**src/rtl/spi_master_ctrl.sv**
```systemverilog
// SPI master controller: serialises 10-bit host commands onto MOSI inside an
// SS_n frame and, for read-data commands, collects an 8-bit reply from MISO.
module spi_master_ctrl #(
    parameter int RD_WAIT  = 2,
    parameter int IDLE_GAP = 1
) (
    input  logic       clk,
    input  logic       rst_n,
    input  logic       cmd_valid,
    input  logic [9:0] cmd_data,
    output logic       cmd_ready,
    output logic       rsp_valid,
    output logic [7:0] rsp_data,
    output logic       busy,
    output logic       MOSI,
    output logic       SS_n,
    input  logic       MISO
);

    typedef enum logic [2:0] {
        S_IDLE,
        S_START,
        S_SHIFT,
        S_WAIT,
        S_RECV,
        S_GAP
    } state_t;

    localparam logic [3:0] WAIT_LAST = 4'(RD_WAIT - 1);
    localparam logic [3:0] GAP_LAST  = 4'(IDLE_GAP - 1);

    state_t     state;
    state_t     next_state;
    logic [3:0] cnt;
    logic [9:0] tx_shift;
    logic [1:0] opcode;
    logic [7:0] rx_shift;
    logic       ss_n_d;
    logic       mosi_d;

    // State register; the shared counter restarts on every state change.
    // Reset parks the FSM in GAP so SS_n gets its idle time after any abort.
    always_ff @(posedge clk or negedge rst_n) begin
        if (!rst_n) begin
            state <= S_GAP;
            cnt   <= 4'd0;
        end else begin
            state <= next_state;
            cnt   <= (next_state != state) ? 4'd0 : cnt + 4'd1;
        end
    end

    // Next-state decode: each timed state leaves when its counter hits the last cycle.
    always_comb begin
        next_state = state;
        unique case (state)
            S_IDLE:  if (cmd_valid) next_state = S_START;
            S_START: next_state = S_SHIFT;
            S_SHIFT: if (cnt == 4'd9) next_state = (opcode == 2'b11) ? S_WAIT : S_GAP;
            S_WAIT:  if (cnt == WAIT_LAST) next_state = S_RECV;
            S_RECV:  if (cnt == 4'd7) next_state = S_GAP;
            S_GAP:   if (cnt == GAP_LAST) next_state = S_IDLE;
            default: next_state = S_GAP;
        endcase
    end

    // Output decode from the next state so the registered pins line up with the state they belong to.
    always_comb begin
        ss_n_d = (next_state == S_IDLE) || (next_state == S_GAP);
        mosi_d = 1'b0;
        if (next_state == S_SHIFT) begin
            mosi_d = (state == S_START) ? tx_shift[9] : tx_shift[8];
        end
    end

    assign cmd_ready = (state == S_IDLE);
    assign busy      = (state != S_IDLE);

    // Datapath: command latch, transmit shifter, receive shifter and registered pins.
    always_ff @(posedge clk or negedge rst_n) begin
        if (!rst_n) begin
            SS_n      <= 1'b1;
            MOSI      <= 1'b0;
            rsp_valid <= 1'b0;
            rsp_data  <= 8'h00;
            tx_shift  <= 10'd0;
            opcode    <= 2'b00;
            rx_shift  <= 8'h00;
        end else begin
            SS_n      <= ss_n_d;
            MOSI      <= mosi_d;
            rsp_valid <= 1'b0;
            if (state == S_IDLE && cmd_valid) begin
                tx_shift <= cmd_data;
                opcode   <= cmd_data[9:8];
            end else if (state == S_SHIFT) begin
                tx_shift <= {tx_shift[8:0], 1'b0};
            end
            if (state == S_RECV) begin
                rx_shift <= {rx_shift[6:0], MISO};
                if (cnt == 4'd7) begin
                    rsp_data  <= {rx_shift[6:0], MISO};
                    rsp_valid <= 1'b1;
                end
            end
        end
    end

endmodule
```
**config.mk**
```make
export PLATFORM = sky130hd
export DESIGN_NAME = spi_master_ctrl
export DESIGN_NICKNAME = d
export VERILOG_FILES = /design/src/rtl/spi_master_ctrl.sv
export SDC_FILE = /design/constraint.sdc
export NUM_CORES = 1
export LEC_CHECK = 0
export BUFFER_PORTS_ARGS = -buffer_cell sky130_fd_sc_hd__buf_4
export CORE_AREA = 5 5 58 99
export DETAILED_ROUTE_END_ITERATION = 10
export DIE_AREA = 0 0 63 104
export GPL_ROUTABILITY_DRIVEN = 0
export SYNTH_ARGS = -nofsm -noshare
export SYNTH_HDL_FRONTEND = slang
export SYNTH_SLANG_ARGS = --single-unit
export TNS_END_PERCENT = 5
```
**constraint.sdc**
```tcl
create_clock -name clk -period 2.2 [get_ports clk]
set_input_delay 0 -clock clk [delete_from_list [all_inputs] [get_ports clk]]
set_output_delay 0 -clock clk [all_outputs]
set_load 0.02 [all_outputs]
```
Word level (Yosys, flattened, before mapping)
Index checks and enable logic that the tools add are counted.
{"block": "word_totals", "latchBits": 0, "regBits": 37, "ramBits": 0, "rom_bits": 0, "mem_count": 0, "inputBits": 14, "word_cells": 44}
{"block": "classes", "shifts": 0, "reduce_logical": 8, "order_cmp": 0, "add_sub_neg": 1, "mux": 14, "div_mod_pow": 0, "bitwise": 0, "n_mul": 0, "eq_ne": 12}
{"operator": "$mux W10", "n": 2}
{"operator": "$mux W3", "n": 6}
{"operator": "$pmux W3 S6", "n": 1}
{"operator": "$eq A3 B2 Y1 const B", "n": 3}
{"operator": "$eq A3 B3 Y1 const B", "n": 3}
{"operator": "$logic_not A3 Y1", "n": 2}
{"operator": "$add A4 B1 Y4 const B", "n": 1}
{"operator": "$eq A4 B1 Y1 const B", "n": 1}
{"operator": "$eq A4 B3 Y1 const B", "n": 1}
{"operator": "$eq A4 B4 Y1 const B", "n": 1}
{"operator": "$logic_not A4 Y1", "n": 1}
{"operator": "$mux W1", "n": 4}
{"operator": "$mux W4", "n": 1}
{"operator": "$eq A3 B1 Y1 const B", "n": 1}
{"operator": "$ne A3 B3 Y1", "n": 1}
{"operator": "$reduce_bool A3 Y1", "n": 1}
{"operator": "$eq A2 B2 Y1 const B", "n": 1}
{"operator": "$reduce_and A2 Y1", "n": 1}
{"operator": "$reduce_bool A2 Y1", "n": 1}
{"operator": "$logic_and A1 B1 Y1", "n": 1}
{"operator": "$logic_or A1 B1 Y1", "n": 1}

Longest topological paths before layout
Gate-level depths: netlist of the first run.
{"block": "logic_depth", "ltp_word": 6, "depth_mapped": 7, "ltp_nobuf": 7}

Worst setup path after synthesis of the first run
Ideal clock, no wire load.
{"block": "synth_timing", "kind": "reg-to-reg", "from": "register cnt[0]", "to": "register cnt[3]", "t_arrival_ns": 1.748, "slack_ns": 0.325, "period_less_slack_ns": 1.875, "stages_incl_launch_ff": 7, "cell_sequence": "dfrtp_1 -> ha_1 -> and3b_1 -> a211o_1 -> a211o_4 -> mux2i_2 -> nor2_1"}
{"block": "synth_between", "elab_chain_len": 5, "elab_cells_between_ends": 12, "classes_between": "add/sub (1); eq/ne (4); mux (6); reduce/logical (1)"}
{"item": "start, declared", "line": "34", "rtl": "logic [3:0] cnt;"}
{"item": "start signal, assigned", "line": "49", "rtl": "cnt <= (next_state != state) ? 4'd0 : cnt + 4'd1;"}
{"item": "$eq A4 B3 Y1 (tied with other cells)", "line": "61", "rtl": "S_RECV: if (cnt == 4'd7) next_state = S_GAP;"}
{"item": "$mux W3 (on tied branches)"}
{"item": "$pmux W3 S6 (*)", "line": "56", "rtl": "unique case (state)"}
{"item": "net next_state[0]", "line": "33", "rtl": "state_t next_state;"}
{"item": "$ne A3 B3 Y1 (*)", "line": "49"}
{"item": "$mux W4 (*)", "line": "49"}
The timed path passes the listed nets; every way through them passes the cells marked *.
A chain may end at the register's enable or synchronous reset.

Worst setup path in the final report of the first run
{"block": "layout_timing", "from": "register cnt[0]", "to": "register cnt[1]"}
Same word-level chain as after synthesis.

==> results of run 1 <==
## power by group through the flow
stage	sequential, W	combinational [W]	clock (W)
finish	0.00117	0.00103	0.000485
global placement	0.00117	0.000998	0
detailed placement	0.00119	0.00103	0
global route	0.00121	0.00114	0.000549
floorplan	0.00112	0.000780	0
CTS	0.00118	0.00105	0.000514
## state kept, by name, summed over array words and instances, names as in the netlist
name / count
rsp_valid: 1
cnt: 4
opcode: 2
rx_shift: 7
tx_shift: 10
state: 3
MOSI: 1
SS_n: 1
rsp_data: 8
## what timing repair did
| action | 4_1_cts | 5_1_grt |
|---|---|---|
| setup buffers | 0 | 0 |
| endpoints found under the hold margin | 48 | 1 |
| gates resized for setup | 0 | 0 |
| hold buffers | 12 | 1 |
## layer usage
| layer | vias up | global-route usage, % | routed length [um] |
|---|---|---|---|
| li1 | 565 | - | - |
| met1 | 555 | 11.3 | 1240 |
| met2 | 29 | 17.8 | 1650 |
| met3 | 8 | 2.59 | 110 |
| met4 | 0 | 6.07 | 95 |
| met5 | - | 0 | 0 |
## worst max path at each step
stage / startpoint / endpoint / slack, ns / cells past startpoint
final: cnt[0] / cnt[1] / 0.19 / 6
after global routing: cnt[1] / cnt[1] / 0.08 / 7
after CTS: cnt[0] / cnt[1] / 0.18 / 6
after detailed placement: cnt[0] / cnt[1] / 0.19 / 6
after global placement: cnt[0] / cnt[1] / 0.26 / 6
after floorplan: cnt[0] / cnt[3] / 0.32 / 6
## cells in the final DEF (no fill, tap or decap), drive strengths merged, types with 2 or more instances in the layout
| cell type | count |
|---|---|
| dfrtp | 34 |
| buf | 30 |
| nand2 | 22 |
| mux2 | 15 |
| dlygate4sd3 | 13 |
| a22oi | 7 |
| nor2 | 7 |
| clkbuf | 6 |
| mux2i | 5 |
| a21oi | 4 |
| o21ai | 4 |
| nor3b | 4 |
| dfstp | 3 |
| inv | 3 |
| nand2b | 3 |
| ha | 3 |
| nand3 | 2 |
| xor2 | 2 |
| a211o | 2 |
| and2 | 2 |
| clkinv | 2 |
## cell families after synthesis
family	after synthesis	synth area share, %
xor gates and xnor gates	3	1.59
DFF	37	56.3
adders and majority gates	3	2.27
muxes	20	13.5
buffers and inverters	9	2.80
AOI/OAI and AO/OA	21	9.17
and+or+nand+nor	45	14.4
## final cells by class
type	instances	area (um2)	share of cell area, %
repair buffers	43	355	16.6
clock inverters	2	13.8	0.644
multi-input cells	92	676	31.6
clock buffers	6	82.6	3.87
flip-flops and latches	37	930	43.5
well taps	54	67.6	3.16
inverters	3	11.3	0.527
## stage by stage
step	utilization, %	instance area [um2]	cells	power (W)
6_report	43.7	2140	237	0.00269
5_1_grt	43.7	2140	237	0.00290
4_1_cts	43.5	2130	236	0.00274
2_1_floorplan	-	1650	138	0.00190
3_3_place_gp	39.0	1910	216	0.00217
3_5_place_dp	39.0	1910	216	0.00221
## worst max-delay path: cells and delay by family (launching register included)
family / cells / cell delay [ns]
muxes: 1 / 0.25
AOI/OAI and AO/OA: 2 / 0.67
DFF: 1 / 0.42
and+or+nand+nor: 2 / 0.31
adders and majority gates: 1 / 0.24
==> impl_results.html, run 1 <==
<table>
<tr><th>Metric</th><th>Value</th></tr>
<tr><th colspan="2">Floorplan</th></tr>
<tr><td>Total core area</td><td>0.00489 mm2</td></tr>
<tr><td>Die span in y</td><td>104 um</td></tr>
<tr><td>Die area</td><td>0.00655 mm2</td></tr>
<tr><td>Effective utilization at floorplan</td><td>33.8%</td></tr>
<tr><td>FP Rows</td><td>34</td></tr>
<tr><td>Count of pins on the block boundary</td><td>27</td></tr>
<tr><td>Die span in x</td><td>63 um</td></tr>
<tr><th colspan="2">Synthesis</th></tr>
<tr><td>Most used DFF post-synth</td><td>dfrtp_1</td></tr>
<tr><td>Register area share after synthesis</td><td>56.3%</td></tr>
<tr><td>Synth cell count leaders</td><td>dfrtp_1 (34), nand2_1 (22), mux2_2 (15)</td></tr>
<tr><td>Share of flip-flops with an asynchronous set or reset</td><td>100%</td></tr>
<tr><td>Instance count of the mapped netlist</td><td>138</td></tr>
<tr><td>Synthesis-stage register bit count</td><td>37</td></tr>
<tr><td>Most area-consuming cells after synthesis</td><td>dfrtp_1 (52%), mux2_2 (10%), nand2_1 (5.0%), dfstp_2 (4.8%), a22oi_1 (3.2%)</td></tr>
<tr><td>Post-synthesis cell type with the largest combined area</td><td>dfrtp_1</td></tr>
<tr><td>Most numerous cell in the Yosys netlist</td><td>dfrtp_1</td></tr>
<tr><td>Post-synthesis net count</td><td>155</td></tr>
<tr><td>Synth top area share</td><td>51.5%</td></tr>
<tr><td>Number of warnings issued by yosys</td><td>0</td></tr>
<tr><td>Post-synthesis average cell area</td><td>12.0 um2</td></tr>
<tr><td>Area of the mapped netlist</td><td>0.00165 mm2</td></tr>
<tr><td>Netlist cell types</td><td>36</td></tr>
<tr><td>Count of flip-flops with a built-in enable after synthesis</td><td>0</td></tr>
<tr><th colspan="2">STA</th></tr>
<tr><td>RSZ-0062 raised after global routing</td><td>no</td></tr>
<tr><td>Hold violation total from the final report</td><td>0</td></tr>
<tr><td>Aggregate negative setup slack</td><td>0 ns</td></tr>
<tr><td>Transition time at the pin with the least slew margin</td><td>0.466 ns</td></tr>
<tr><td>Pins Over Slew Limit</td><td>0</td></tr>
<tr><td>Worst max-slew margin expressed relative to the limit</td><td>69.0%</td></tr>
<tr><td>Setup skew after layout</td><td>0.00529 ns</td></tr>
<tr><td>Worst slack on hold paths</td><td>0.203 ns</td></tr>
<tr><td>Final worst slack</td><td>0.189 ns</td></tr>
<tr><td>Maximum clock frequency</td><td>497 MHz</td></tr>
<tr><td>Count of endpoints failing setup in the final report</td><td>0</td></tr>
<tr><td>Period minus WS final</td><td>2.01 ns</td></tr>
<tr><td>Period utilization</td><td>91.4%</td></tr>
<tr><th colspan="2">Detailed routing</th></tr>
<tr><td>Drt pass-1 iters</td><td>4</td></tr>
<tr><td>Via count of the routed design</td><td>1157</td></tr>
<tr><td>Initial DRC count</td><td>23</td></tr>
<tr><td>Number of nets still failing antenna checks after routing</td><td>0</td></tr>
<tr><td>Remaining DRCs</td><td>0</td></tr>
<tr><td>Vias per inst</td><td>4.88</td></tr>
<tr><td>WL per Instance</td><td>13.0 um</td></tr>
<tr><td>Detailed-route wire length</td><td>3.09 mm</td></tr>
<tr><th colspan="2">CTS</th></tr>
<tr><td>Clock sink count</td><td>37</td></tr>
<tr><td>Root Buffer Master</td><td>clkbuf_8</td></tr>
<tr><td>TritonCTS Buffers</td><td>5</td></tr>
<tr><td>Insertion delay to the later sink of the worst-skew pair</td><td>0.28 ns</td></tr>
<tr><td>Max clock buf depth</td><td>2</td></tr>
<tr><td>H-tree lvl count</td><td>2</td></tr>
<tr><td>CTS tree</td><td>done</td></tr>
<tr><td>Clock-pin slew reported for the worst setup and hold paths after clock tree synthesis</td><td>0.07 ns</td></tr>
<tr><th colspan="2">Worst setup path</th></tr>
<tr><td>Data arrival time of the critical path</td><td>2.18 ns</td></tr>
<tr><td>WP data required</td><td>2.36 ns</td></tr>
<tr><td>Critical path capture point type</td><td>register</td></tr>
<tr><td>Sort of element at the start of the critical path</td><td>register</td></tr>
<tr><td>Highest-delay cell along the critical path</td><td>dfrtp_1</td></tr>
<tr><td>Register-to-Register Setup Slack</td><td>0.19 ns</td></tr>
<tr><td>CP Max Fanout</td><td>5</td></tr>
<tr><td>Worst setup path class</td><td>register to register</td></tr>
<tr><td>Worst reg2reg path startpoint</td><td>cnt[0]</td></tr>
<tr><td>Cell count of the worst reg-to-reg path</td><td>6</td></tr>
<tr><td>Reg-to-reg endpoint</td><td>cnt[1]</td></tr>
<tr><td>Ordered cell list for the critical path</td><td>ha_1, and3b_1, a211o_1, a211o_4, mux2i_2, nor2b_1</td></tr>
<tr><td>Slowest stage delay, CP</td><td>0.42 ns</td></tr>
<tr><th colspan="2">Power</th></tr>
<tr><td>Net Sw Frac</td><td>35.9%</td></tr>
<tr><td>Net switching component of the power</td><td>0.000966 W</td></tr>
<tr><td>Fraction of power consumed by combinational cells</td><td>38.3%</td></tr>
<tr><td>Internal power component</td><td>0.00172 W</td></tr>
<tr><td>Pwr/cell area</td><td>1260 mW/mm2</td></tr>
<tr><td>Part of the power in the clock network</td><td>18.1%</td></tr>
<tr><td>Largest voltage drop on the vdd net</td><td>0.590 mV</td></tr>
<tr><td>Sequential cell fraction of total power</td><td>43.7%</td></tr>
<tr><td>Cell leakage power</td><td>1.03 nW</td></tr>
<tr><th colspan="2">Final layout</th></tr>
<tr><td>Net count, final</td><td>199</td></tr>
<tr><td>Number of antenna cells inserted</td><td>0</td></tr>
<tr><td>Area added between synthesis and finish</td><td>29.3%</td></tr>
<tr><td>Proportion of layout cells with a drive suffix above 1</td><td>33.3%</td></tr>
<tr><td>Fill cells</td><td>456</td></tr>
<tr><th colspan="2">Worst hold path</th></tr>
<tr><td>Path type of the worst min-delay path</td><td>input port to asynchronous set/reset pin</td></tr>
<tr><th colspan="2">Placement</th></tr>
<tr><td>I/O Buffers</td><td>26</td></tr>
<tr><td>Worst slack at placement</td><td>0.192 ns</td></tr>
<tr><td>HPWL reported at the end of detailed placement</td><td>2.34 mm</td></tr>
<tr><th colspan="2">GRT</th></tr>
<tr><td>Number of global-route vias before repair</td><td>1198</td></tr>
<tr><td>Number of antenna violations at the first check in global routing</td><td>0</td></tr>
<tr><td>Global-route wire length before repair</td><td>5.46 mm</td></tr>
<tr><td>Pin count of the biggest net entering global routing</td><td>38</td></tr>
<tr><td>Global-route total usage across every layer</td><td>10.4%</td></tr>
<tr><td>Total overflow reported by the global router</td><td>0</td></tr>
<tr><th colspan="2">Job</th></tr>
<tr><td>Number of max-cap violations</td><td>0</td></tr>
<tr><th colspan="2">Outcome</th></tr>
<tr><td>Status</td><td>complete, no violations</td></tr>
</table>
No activity file was read; power rests on OpenSTA's default activity.
==> inputs of run 2 (changes only) <==
--- a/config.mk
+++ b/config.mk
@@ -5,10 +5,11 @@
 export SDC_FILE = /design/constraint.sdc
 export NUM_CORES = 1
 export LEC_CHECK = 0
+export ABC_AREA = 1
 export BUFFER_PORTS_ARGS = -buffer_cell sky130_fd_sc_hd__buf_4
-export CORE_AREA = 5 5 58 99
+export CORE_AREA = 5 5 59 101
 export DETAILED_ROUTE_END_ITERATION = 10
-export DIE_AREA = 0 0 63 104
+export DIE_AREA = 0 0 64 106
 export GPL_ROUTABILITY_DRIVEN = 0
 export SYNTH_ARGS = -nofsm -noshare
 export SYNTH_HDL_FRONTEND = slang
==> run 2 against run 1 <==
Compared with the run above:
- the flow now finishes with violations (hold timing)
- highest routed layer unchanged
- synthesized area is 3.2% higher
- total power decreased by 7.6%
- worst setup slack improved by 0.33 ns
- sequential power shrank 11%
- critical path depth up 3
- count of clock-buffer cells in the layout unchanged
- clock skew increased by 0.0017 ns
==> impl_results.html, run 2 <==
<table>
<tr><th>Metric</th><th>Value</th></tr>
<tr><th colspan="2">Outcome</th></tr>
<tr><td>Status</td><td>finished with violations (was complete, no violations)</td></tr>
<tr><td>Violated checks</td><td>hold timing</td></tr>
<tr><th colspan="2">Final layout</th></tr>
<tr><td>Proportion of layout cells with a drive suffix above 1</td><td>22.0% (was 33.3%)</td></tr>
<tr><td>Flip-flop count of the largest register after layout</td><td>10 (unchanged)</td></tr>
<tr><td>Filler-free cell count of the finished design</td><td>291 (was 237)</td></tr>
<tr><td>Net count, final</td><td>252 (was 199)</td></tr>
<tr><td>Most frequent standard cell in the layout excluding fill and tap cells</td><td>nand2_1 (was dfrtp_1)</td></tr>
<tr><td>Area added between synthesis and finish</td><td>26.0% (was 29.3%)</td></tr>
<tr><td>Register with the highest flop count</td><td>tx_shift (unchanged)</td></tr>
<tr><td>Number of antenna cells inserted</td><td>0 (unchanged)</td></tr>
<tr><td>Top library cells by usage in the layout, fill and taps aside</td><td>nand2_1 (47), dfrtp_1 (34), inv_1 (33) (was dfrtp_1 (34), buf_4 (30), nand2_1 (22))</td></tr>
<tr><td>Top flop regs</td><td>tx_shift x10, rsp_data x8, rx_shift x7 (unchanged)</td></tr>
<tr><th colspan="2">Synthesis</th></tr>
<tr><td>Synth top area share</td><td>49.9% (was 51.5%)</td></tr>
<tr><td>Most used DFF post-synth</td><td>dfrtp_1 (unchanged)</td></tr>
<tr><td>Register area share after synthesis</td><td>54.6% (was 56.3%)</td></tr>
<tr><td>Share of flip-flops with an asynchronous set or reset</td><td>100% (unchanged)</td></tr>
<tr><td>Most numerous cell in the Yosys netlist</td><td>nand2_1 (was dfrtp_1)</td></tr>
<tr><td>Count of flip-flops with a built-in enable after synthesis</td><td>0 (unchanged)</td></tr>
<tr><td>Instance count of the mapped netlist</td><td>194 (was 138)</td></tr>
<tr><td>Synth cell count leaders</td><td>nand2_1 (47), dfrtp_1 (34), inv_1 (33) (was dfrtp_1 (34), nand2_1 (22), mux2_2 (15))</td></tr>
<tr><td>Post-synthesis net count</td><td>211 (was 155)</td></tr>
<tr><td>Netlist cell types</td><td>23 (was 36)</td></tr>
<tr><td>Post-synthesis cell type with the largest combined area</td><td>dfrtp_1 (unchanged)</td></tr>
<tr><td>Area of the mapped netlist</td><td>0.00170 mm2 (was 0.00165 mm2)</td></tr>
<tr><td>Synthesis-stage register bit count</td><td>37 (unchanged)</td></tr>
<tr><td>Number of warnings issued by yosys</td><td>0 (unchanged)</td></tr>
<tr><td>Post-synthesis average cell area</td><td>8.78 um2 (was 12.0 um2)</td></tr>
<tr><td>Most area-consuming cells after synthesis</td><td>dfrtp_1 (50%), nand2_1 (10%), inv_1 (7.3%), o21ai_0 (6.8%), dfstp_2 (4.6%) (was dfrtp_1 (52%), mux2_2 (10%), nand2_1 (5.0%), dfstp_2 (4.8%), a22oi_1 (3.2%))</td></tr>
<tr><th colspan="2">Detailed routing</th></tr>
<tr><td>WL per Instance</td><td>12.2 um (was 13.0 um)</td></tr>
<tr><td>Via count of the routed design</td><td>1362 (was 1157)</td></tr>
<tr><td>Remaining DRCs</td><td>0 (unchanged)</td></tr>
<tr><td>Number of nets still failing antenna checks after routing</td><td>0 (unchanged)</td></tr>
<tr><td>Drt pass-1 iters</td><td>4 (unchanged)</td></tr>
<tr><td>Detailed-route wire length</td><td>3.54 mm (was 3.09 mm)</td></tr>
<tr><td>Vias per inst</td><td>4.68 (was 4.88)</td></tr>
<tr><td>Initial DRC count</td><td>27 (was 23)</td></tr>
<tr><th colspan="2">CTS</th></tr>
<tr><td>Clock sink count</td><td>37 (unchanged)</td></tr>
<tr><td>H-tree lvl count</td><td>2 (unchanged)</td></tr>
<tr><td>Max clock buf depth</td><td>2 (unchanged)</td></tr>
<tr><td>CTS tree</td><td>done (unchanged)</td></tr>
<tr><td>Insertion delay to the later sink of the worst-skew pair</td><td>0.28 ns (about the same)</td></tr>
<tr><td>Root Buffer Master</td><td>clkbuf_8 (unchanged)</td></tr>
<tr><td>TritonCTS Buffers</td><td>5 (unchanged)</td></tr>
<tr><td>Post-cts repair resize count</td><td>0 (unchanged)</td></tr>
<tr><td>Clock-pin slew reported for the worst setup and hold paths after clock tree synthesis</td><td>0.07 ns (about the same)</td></tr>
<tr><th colspan="2">STA</th></tr>
<tr><td>Pins Over Slew Limit</td><td>0 (unchanged)</td></tr>
<tr><td>Hold violation total from the final report</td><td>1 (was 0)</td></tr>
<tr><td>Maximum clock frequency</td><td>595 MHz (was 497 MHz)</td></tr>
<tr><td>Transition time at the pin with the least slew margin</td><td>0.456 ns (was 0.466 ns)</td></tr>
<tr><td>Worst slack on hold paths</td><td>-0.00634 ns (was 0.203 ns)</td></tr>
<tr><td>Count of endpoints failing setup in the final report</td><td>0 (unchanged)</td></tr>
<tr><td>Period utilization</td><td>76.3% (was 91.4%)</td></tr>
<tr><td>Setup skew after layout</td><td>0.00702 ns (was 0.00529 ns)</td></tr>
<tr><td>Period minus WS final</td><td>1.68 ns (was 2.01 ns)</td></tr>
<tr><td>Aggregate negative setup slack</td><td>0 ns (unchanged)</td></tr>
<tr><td>Worst max-slew margin expressed relative to the limit</td><td>69.6% (was 69.0%)</td></tr>
<tr><td>RSZ-0062 raised after global routing</td><td>no (unchanged)</td></tr>
<tr><th colspan="2">Power</th></tr>
<tr><td>Cell leakage power</td><td>1.09 nW (was 1.03 nW)</td></tr>
<tr><td>Internal power component</td><td>0.00151 W (was 0.00172 W)</td></tr>
<tr><td>Net switching component of the power</td><td>0.000975 W (was 0.000966 W)</td></tr>
<tr><td>Sequential cell fraction of total power</td><td>41.8% (was 43.7%)</td></tr>
<tr><td>Pwr/cell area</td><td>1160 mW/mm2 (was 1260 mW/mm2)</td></tr>
<tr><td>Net Sw Frac</td><td>39.3% (was 35.9%)</td></tr>
<tr><td>Part of the power in the clock network</td><td>17.9% (was 18.1%)</td></tr>
<tr><td>Fraction of power consumed by combinational cells</td><td>40.3% (was 38.3%)</td></tr>
<tr><td>Largest voltage drop on the vdd net</td><td>0.681 mV (was 0.590 mV)</td></tr>
<tr><th colspan="2">Floorplan</th></tr>
<tr><td>Die span in y</td><td>106 um (was 104 um)</td></tr>
<tr><td>Die span in x</td><td>64 um (was 63 um)</td></tr>
<tr><td>Total core area</td><td>0.00512 mm2 (was 0.00489 mm2)</td></tr>
<tr><td>FP Rows</td><td>35 (was 34)</td></tr>
<tr><td>Die area</td><td>0.00678 mm2 (was 0.00655 mm2)</td></tr>
<tr><td>Effective utilization at floorplan</td><td>33.3% (was 33.8%)</td></tr>
<tr><td>Count of pins on the block boundary</td><td>27 (unchanged)</td></tr>
<tr><th colspan="2">Worst setup path</th></tr>
<tr><td>Critical Path Start</td><td>cnt[0] (unchanged)</td></tr>
<tr><td>Slowest stage delay, CP</td><td>0.43 ns (was 0.42 ns)</td></tr>
<tr><td>Sort of element at the start of the critical path</td><td>register (unchanged)</td></tr>
<tr><td>CP most frequent cell</td><td>nor2_1</td></tr>
<tr><td>Worst setup path class</td><td>register to register (unchanged)</td></tr>
<tr><td>Total buffers and inverters traversed by the critical path</td><td>0 (unchanged)</td></tr>
<tr><td>Kind of cell adding the most delay to the critical path</td><td>simple AND/OR/NAND/NOR gates (was compound AO/OA/AOI/OAI gates)</td></tr>
<tr><td>Worst reg2reg path startpoint</td><td>cnt[0] (unchanged)</td></tr>
<tr><td>Highest-delay cell along the critical path</td><td>dfrtp_1 (unchanged)</td></tr>
<tr><td>Data arrival time of the critical path</td><td>1.85 ns (was 2.18 ns)</td></tr>
<tr><td>Critical path capture point type</td><td>register (unchanged)</td></tr>
<tr><td>Ordered cell list for the critical path</td><td>ha_1, nand2_1, nor2_1, nand2_2, nand2_1, nor2_1, nand3_1, nand3_2, nor2_1 (was ha_1, and3b_1, a211o_1, a211o_4, mux2i_2, nor2b_1)</td></tr>
<tr><td>WP data required</td><td>2.37 ns (was 2.36 ns)</td></tr>
<tr><td>CP Max Fanout</td><td>16 (was 5)</td></tr>
<tr><th colspan="2">Placement</th></tr>
<tr><td>HPWL reported at the end of detailed placement</td><td>2.66 mm (was 2.34 mm)</td></tr>
<tr><td>I/O Buffers</td><td>26 (unchanged)</td></tr>
<tr><td>Placed Cells incl. Taps</td><td>272 (was 216)</td></tr>
<tr><th colspan="2">GRT</th></tr>
<tr><td>Total overflow reported by the global router</td><td>0 (unchanged)</td></tr>
<tr><td>Pin count of the biggest net entering global routing</td><td>38 (unchanged)</td></tr>
<tr><td>Global-route total usage across every layer</td><td>11.6% (was 10.4%)</td></tr>
<tr><td>Global-route wire length before repair</td><td>6.16 mm (was 5.46 mm)</td></tr>
<tr><td>Number of antenna violations at the first check in global routing</td><td>0 (unchanged)</td></tr>
<tr><td>Number of global-route vias before repair</td><td>1385 (was 1198)</td></tr>
<tr><th colspan="2">Worst hold path</th></tr>
<tr><td>Hold wc startpoint</td><td>cmd_data[7]</td></tr>
<tr><td>Path type of the worst min-delay path</td><td>input port to register (was input port to asynchronous set/reset pin)</td></tr>
<tr><th colspan="2">Job</th></tr>
<tr><td>Number of max-cap violations</td><td>0 (unchanged)</td></tr>
</table>
[run 2: cell types whose count changed after synthesis, sizes merged, moves of 9 or more]
cell	change
nor2	+9
mux2	-15
nand3	+11
inv	+31
o21ai	+21
nand2	+30
[run 2: path summary, 6_finish.rpt]
kind                               end  slack [ns]  cells after the start
max reg2reg                     cnt[0]        0.52                      9
min reg2reg                  opcode[0]        0.48                      2
min in group asynchronous  tx_shift[5]        0.21                      2
min                        tx_shift[7]      -0.006                      3
max                             cnt[0]        0.52                      9
max in group asynchronous     state[0]        1.64                      2
[run 2: timing repair]
item                                   4_1_cts  5_1_grt
hold buffers                                11        0
buffers inserted                             0        0
endpoints found under the hold margin       45        0
[run 2: cell type report]
| class | count | area, um2 |
|---|---|---|
| Tap cell | 55 | 68.8 |
| Inverter | 34 | 128 |
| Multi-Input combinational cell | 119 | 626 |
| Timing Repair Buffer | 38 | 313 |
| Clock inverter | 2 | 10.0 |
| Clock buffer | 6 | 72.6 |
| Fill cell | 511 | 2980 |
| Sequential cell | 37 | 930 |
[run 2: kinds of logic after synthesis]
kind of cell / synth area share (%)
AOI/OAI and AO/OA: 10.9
adders and majority gates: 2.20
xor gates and xnor gates: 1.03
and+or+nand+nor: 22.6
buffers and inverters: 8.74
DFF: 54.6
[run 2: power groups by stage]
stage | clock [W] | sequential (W) | combinational (W)
2_1_floorplan | 0 | 0.00105 | 0.000712
3_3_place_gp | 0 | 0.00105 | 0.00100
3_5_place_dp | 0 | 0.00105 | 0.00101
4_1_cts | 0.000462 | 0.00104 | 0.00103
5_1_grt | 0.000482 | 0.00106 | 0.00116
6_report | 0.000445 | 0.00104 | 0.00100
[run 2: worst min-delay path: cells and delay by family]
family / cells / cell delay [ns]
AOI/OAI and AO/OA: 2 / 0.16
buffers and inverters: 1 / 0.08
[run 2: per-layer routing]
| metal | part of all wire [%] | routed length [um] | up-vias | track usage, % |
|---|---|---|---|---|
| li1 | - | - | 693 | - |
| met1 | 38 | 1340 | 646 | 12.4 |
| met2 | 57 | 2040 | 16 | 20.9 |
| met3 | 2.3 | 80 | 7 | 2.11 |
| met4 | 2.5 | 90 | 0 | 6.09 |
| met5 | 0 | 0 | - | 0 |
[run 2: stage by stage]
stage                     utilization, %  power [W]  setup WS (ns)  hold slack (ns)  area, um2
after floorplan                        -    0.00176          0.848           -0.296       1700
after global placement              38.1    0.00205          0.493          -0.0133       1950
after detailed placement            38.1    0.00206          0.504          -0.0113       1950
after CTS                           41.9    0.00253          0.486          0.00144       2150
after global routing                41.9    0.00270          0.375           0.0334       2150
final                               41.9    0.00248          0.521         -0.00634       2150
==> inputs of run 3 (changes only) <==
--- a/config.mk
+++ b/config.mk
@@ -5,11 +5,11 @@
 export SDC_FILE = /design/constraint.sdc
 export NUM_CORES = 1
 export LEC_CHECK = 0
-export ABC_AREA = 1
+export ABC_AREA = 0
 export BUFFER_PORTS_ARGS = -buffer_cell sky130_fd_sc_hd__buf_4
-export CORE_AREA = 5 5 59 101
+export CORE_AREA = 5 5 58 99
 export DETAILED_ROUTE_END_ITERATION = 10
-export DIE_AREA = 0 0 64 106
+export DIE_AREA = 0 0 63 104
 export GPL_ROUTABILITY_DRIVEN = 0
 export SYNTH_ARGS = -nofsm -noshare
 export SYNTH_HDL_FRONTEND = slang
==> constraint.sdc (replaced) <==
create_clock -name clk -period 1.6 [get_ports clk]
set_input_delay 0 -clock clk [delete_from_list [all_inputs] [get_ports clk]]
set_output_delay 0 -clock clk [all_outputs]
set_load 0.02 [all_outputs]
==> run 3 against run 2 <==
Compared with the run above:
- largest power group is now combinational logic
- fmax shrank 6.1%
- worst setup slack lost 0.71 ns
- sequential power grew 53%
- count of clock-buffer cells in the layout grew 1
- sequential share of layout area shrank 3.3 points
- routed wire length grew 2.5%
- core utilization grew 5.7 points
- worst hold slack gained 0.22 ns
- register-to-register slack lost 0.71 ns
- die area shrank 3.4%
- the flow finishes with violations (setup timing)
- critical path type unchanged
==> impl_results.html, run 3 (synthesis gave the netlist of run 1 again) <==
<table>
<tr><th>Metric</th><th>Value</th></tr>
<tr><th colspan="2">CTS</th></tr>
<tr><td>CTS tree</td><td>done (unchanged)</td></tr>
<tr><td>H-tree lvl count</td><td>2 (unchanged)</td></tr>
<tr><td>TritonCTS Buffers</td><td>5 (unchanged)</td></tr>
<tr><td>Insertion delay to the later sink of the worst-skew pair</td><td>0.28 ns (about the same)</td></tr>
<tr><td>Root Buffer Master</td><td>clkbuf_8 (unchanged)</td></tr>
<tr><td>Clock sink count</td><td>37 (unchanged)</td></tr>
<tr><td>Clock-pin slew reported for the worst setup and hold paths after clock tree synthesis</td><td>0.07 ns (about the same)</td></tr>
<tr><td>Max clock buf depth</td><td>2 (unchanged)</td></tr>
<tr><th colspan="2">STA</th></tr>
<tr><td>Hold violation total from the final report</td><td>0 (was 1)</td></tr>
<tr><td>Setup skew after layout</td><td>0.00587 ns (was 0.00702 ns)</td></tr>
<tr><td>Worst max-slew margin expressed relative to the limit</td><td>69.9% (was 69.6%)</td></tr>
<tr><td>Count of endpoints failing setup in the final report</td><td>14 (was 0)</td></tr>
<tr><td>Period minus WS final</td><td>1.79 ns (was 1.68 ns)</td></tr>
<tr><td>Aggregate negative setup slack</td><td>-2.01 ns (was 0 ns)</td></tr>
<tr><td>Period utilization</td><td>112% (was 76.3%)</td></tr>
<tr><td>RSZ-0062 raised after global routing</td><td>yes (was no)</td></tr>
<tr><td>Pins Over Slew Limit</td><td>0 (unchanged)</td></tr>
<tr><td>Transition time at the pin with the least slew margin</td><td>0.452 ns (was 0.456 ns)</td></tr>
<tr><td>Final worst slack</td><td>-0.189 ns (was 0.521 ns)</td></tr>
<tr><td>Maximum clock frequency</td><td>559 MHz (was 595 MHz)</td></tr>
<tr><th colspan="2">Worst setup path</th></tr>
<tr><td>Total buffers and inverters traversed by the critical path</td><td>0 (unchanged)</td></tr>
<tr><td>WP data required</td><td>1.82 ns (was 2.37 ns)</td></tr>
<tr><td>Ordered cell list for the critical path</td><td>ha_4, and3b_1, a211o_1, a211o_4, mux2i_4, nor2b_1 (was ha_1, nand2_1, nor2_1, nand2_2, nand2_1, nor2_1, nand3_1, nand3_2, nor2_1)</td></tr>
<tr><td>Slowest stage delay, CP</td><td>0.43 ns (about the same)</td></tr>
<tr><td>CP Max Fanout</td><td>4 (was 16)</td></tr>
<tr><td>Kind of cell adding the most delay to the critical path</td><td>compound AO/OA/AOI/OAI gates (was simple AND/OR/NAND/NOR gates)</td></tr>
<tr><td>Critical path capture point type</td><td>register (unchanged)</td></tr>
<tr><td>Data arrival time of the critical path</td><td>2.01 ns (was 1.85 ns)</td></tr>
<tr><td>Sort of element at the start of the critical path</td><td>register (unchanged)</td></tr>
<tr><td>Highest-delay cell along the critical path</td><td>dfrtp_1 (unchanged)</td></tr>
<tr><td>Worst setup path class</td><td>register to register (unchanged)</td></tr>
<tr><th colspan="2">Floorplan</th></tr>
<tr><td>Die span in x</td><td>63 um (was 64 um)</td></tr>
<tr><td>Total core area</td><td>0.00489 mm2 (was 0.00512 mm2)</td></tr>
<tr><td>FP Rows</td><td>34 (was 35)</td></tr>
<tr><td>Die span in y</td><td>104 um (was 106 um)</td></tr>
<tr><td>Count of pins on the block boundary</td><td>27 (unchanged)</td></tr>
<tr><td>Die area</td><td>0.00655 mm2 (was 0.00678 mm2)</td></tr>
<tr><td>Effective utilization at floorplan</td><td>33.8% (was 33.3%)</td></tr>
<tr><th colspan="2">Detailed routing</th></tr>
<tr><td>Number of nets still failing antenna checks after routing</td><td>0 (unchanged)</td></tr>
<tr><td>Vias per inst</td><td>4.83 (was 4.68)</td></tr>
<tr><td>Detailed-route wire length</td><td>3.63 mm (was 3.54 mm)</td></tr>
<tr><td>WL per Instance</td><td>14.3 um (was 12.2 um)</td></tr>
<tr><td>Drt pass-1 iters</td><td>4 (unchanged)</td></tr>
<tr><td>Via count of the routed design</td><td>1223 (was 1362)</td></tr>
<tr><td>Remaining DRCs</td><td>0 (unchanged)</td></tr>
<tr><td>Initial DRC count</td><td>14 (was 27)</td></tr>
<tr><th colspan="2">Final layout</th></tr>
<tr><td>Core Util, Final</td><td>47.6% (was 41.9%)</td></tr>
<tr><td>Register with the highest flop count</td><td>tx_shift (unchanged)</td></tr>
<tr><td>Most frequent standard cell in the layout excluding fill and tap cells</td><td>buf_4 (was nand2_1)</td></tr>
<tr><td>Net count, final</td><td>215 (was 252)</td></tr>
<tr><td>Flip-flop count of the largest register after layout</td><td>10 (unchanged)</td></tr>
<tr><td>Top flop regs</td><td>tx_shift x10, rsp_data x8, rx_shift x7 (unchanged)</td></tr>
<tr><td>Proportion of layout cells with a drive suffix above 1</td><td>43.7% (was 22.0%)</td></tr>
<tr><td>Fill cells</td><td>434 (was 511)</td></tr>
<tr><td>Area added between synthesis and finish</td><td>41.0% (was 26.0%)</td></tr>
<tr><td>Top library cells by usage in the layout, fill and taps aside</td><td>buf_4 (45), dfrtp_1 (33), nand2_1 (21) (was nand2_1 (47), dfrtp_1 (34), inv_1 (33))</td></tr>
<tr><td>Post-layout instance area</td><td>0.00233 mm2 (was 0.00215 mm2)</td></tr>
<tr><td>Number of antenna cells inserted</td><td>0 (unchanged)</td></tr>
<tr><th colspan="2">Power</th></tr>
<tr><td>Cell leakage power</td><td>1.13 nW (was 1.09 nW)</td></tr>
<tr><td>Pwr/cell area</td><td>1770 mW/mm2 (was 1160 mW/mm2)</td></tr>
<tr><td>Total Power</td><td>0.00412 W (was 0.00248 W)</td></tr>
<tr><td>Largest voltage drop on the vdd net</td><td>0.856 mV (was 0.681 mV)</td></tr>
<tr><th colspan="2">Outcome</th></tr>
<tr><td>Status</td><td>finished with violations (unchanged)</td></tr>
<tr><td>Violated checks</td><td>setup timing (was hold timing)</td></tr>
<tr><th colspan="2">Placement</th></tr>
<tr><td>HPWL reported at the end of detailed placement</td><td>2.58 mm (was 2.66 mm)</td></tr>
<tr><td>Post-DP Area</td><td>0.00205 mm2 (was 0.00195 mm2)</td></tr>
<tr><td>Worst slack at placement</td><td>-0.215 ns (was 0.504 ns)</td></tr>
<tr><td>I/O Buffers</td><td>26 (unchanged)</td></tr>
<tr><th colspan="2">GRT</th></tr>
<tr><td>Number of global-route vias before repair</td><td>1317 (was 1385)</td></tr>
<tr><td>Pin count of the biggest net entering global routing</td><td>38 (unchanged)</td></tr>
<tr><td>Total overflow reported by the global router</td><td>0 (unchanged)</td></tr>
<tr><td>Global-route wire length before repair</td><td>6.04 mm (was 6.16 mm)</td></tr>
<tr><td>Number of antenna violations at the first check in global routing</td><td>0 (unchanged)</td></tr>
<tr><td>Global-route total usage across every layer</td><td>11.4% (was 11.6%)</td></tr>
<tr><th colspan="2">Worst hold path</th></tr>
<tr><td>Path type of the worst min-delay path</td><td>input port to asynchronous set/reset pin (was input port to register)</td></tr>
<tr><th colspan="2">Job</th></tr>
<tr><td>Number of max-cap violations</td><td>0 (unchanged)</td></tr>
</table>
[run 3: changes by cell type in the layout (fill, tap and decap cells not counted), moves of 5 or more]
cell,delta
nor2_1,-5
nand3_1,-8
o21ai_0,-19
buf_4,+18
mux2_2,+15
nand2_1,-26
inv_1,-31
o221ai_1,-6
[run 3: worst paths after layout]
kind / from / end / slack [ns] / cells after the start
hold / removal: rst_n / tx_shift[2] / 0.21 / 2
hold reg to reg: tx_shift[5] / tx_shift[5] / 0.48 / 2
max in group asynchronous: rst_n / state[2] / 1.05 / 2
min in group clk: cmd_data[7] / tx_shift[7] / 0.48 / 4
setup / recovery: cnt[0] / cnt[1] / -0.19 / 6
setup reg to reg: cnt[0] / cnt[1] / -0.19 / 6
[run 3: stage by stage]
stage | cells | hold WS, ns
floorplan | 138 | -0.296
global placement | 232 | -0.0239
detailed placement | 232 | -0.0143
CTS | 253 | 0.233
global route | 253 | 0.260
finish | 253 | 0.212
[run 3: layout make-up]
class                           instances  area (um2)  area share, %
Sequential cell                        37         931           40.0
Tap cell                               54        67.6           2.90
Clock buffer                            7        76.3           3.28
Inverter                                3        11.3          0.484
Multi-Input combinational cell         92         758           32.6
Clock inverter                          1        5.00          0.215
Timing Repair Buffer                   59         479           20.6
[run 3: report_power, final]
part	switching, W	leakage [nW]	internal, W	total [W]
Clock	0.000304	0.0422	0.000305	0.000609
Sequential	0.000277	0.472	0.00131	0.00159
Combinational	0.000907	0.612	0.00101	0.00192
[run 3: metal layers]
layer / GRT usage (%) / part of all wire, %
met3: 1.95 / 2.2
met4: 4.55 / 2.6
met1: 11.4 / 35
met5: 0 / 0
met2: 22.2 / 60
[run 3: worst reg2reg max path, stage by stage (launching register included)]
cell	delay, ns
dfrtp_1	0.43
ha_4	0.18
and3b_1	0.19
a211o_1	0.24
a211o_4	0.37
mux2i_4	0.20
nor2b_1	0.11
[run 3: timing repair]
item / 4_1_cts / 5_1_grt
setup buffers: 0 / 0
endpoints found under the setup margin: 21 / 23
resized for setup: 5 / 11
pin swaps: 0 / 1
hold buffers: 13 / 0
endpoints found under the hold margin: 48 / 0
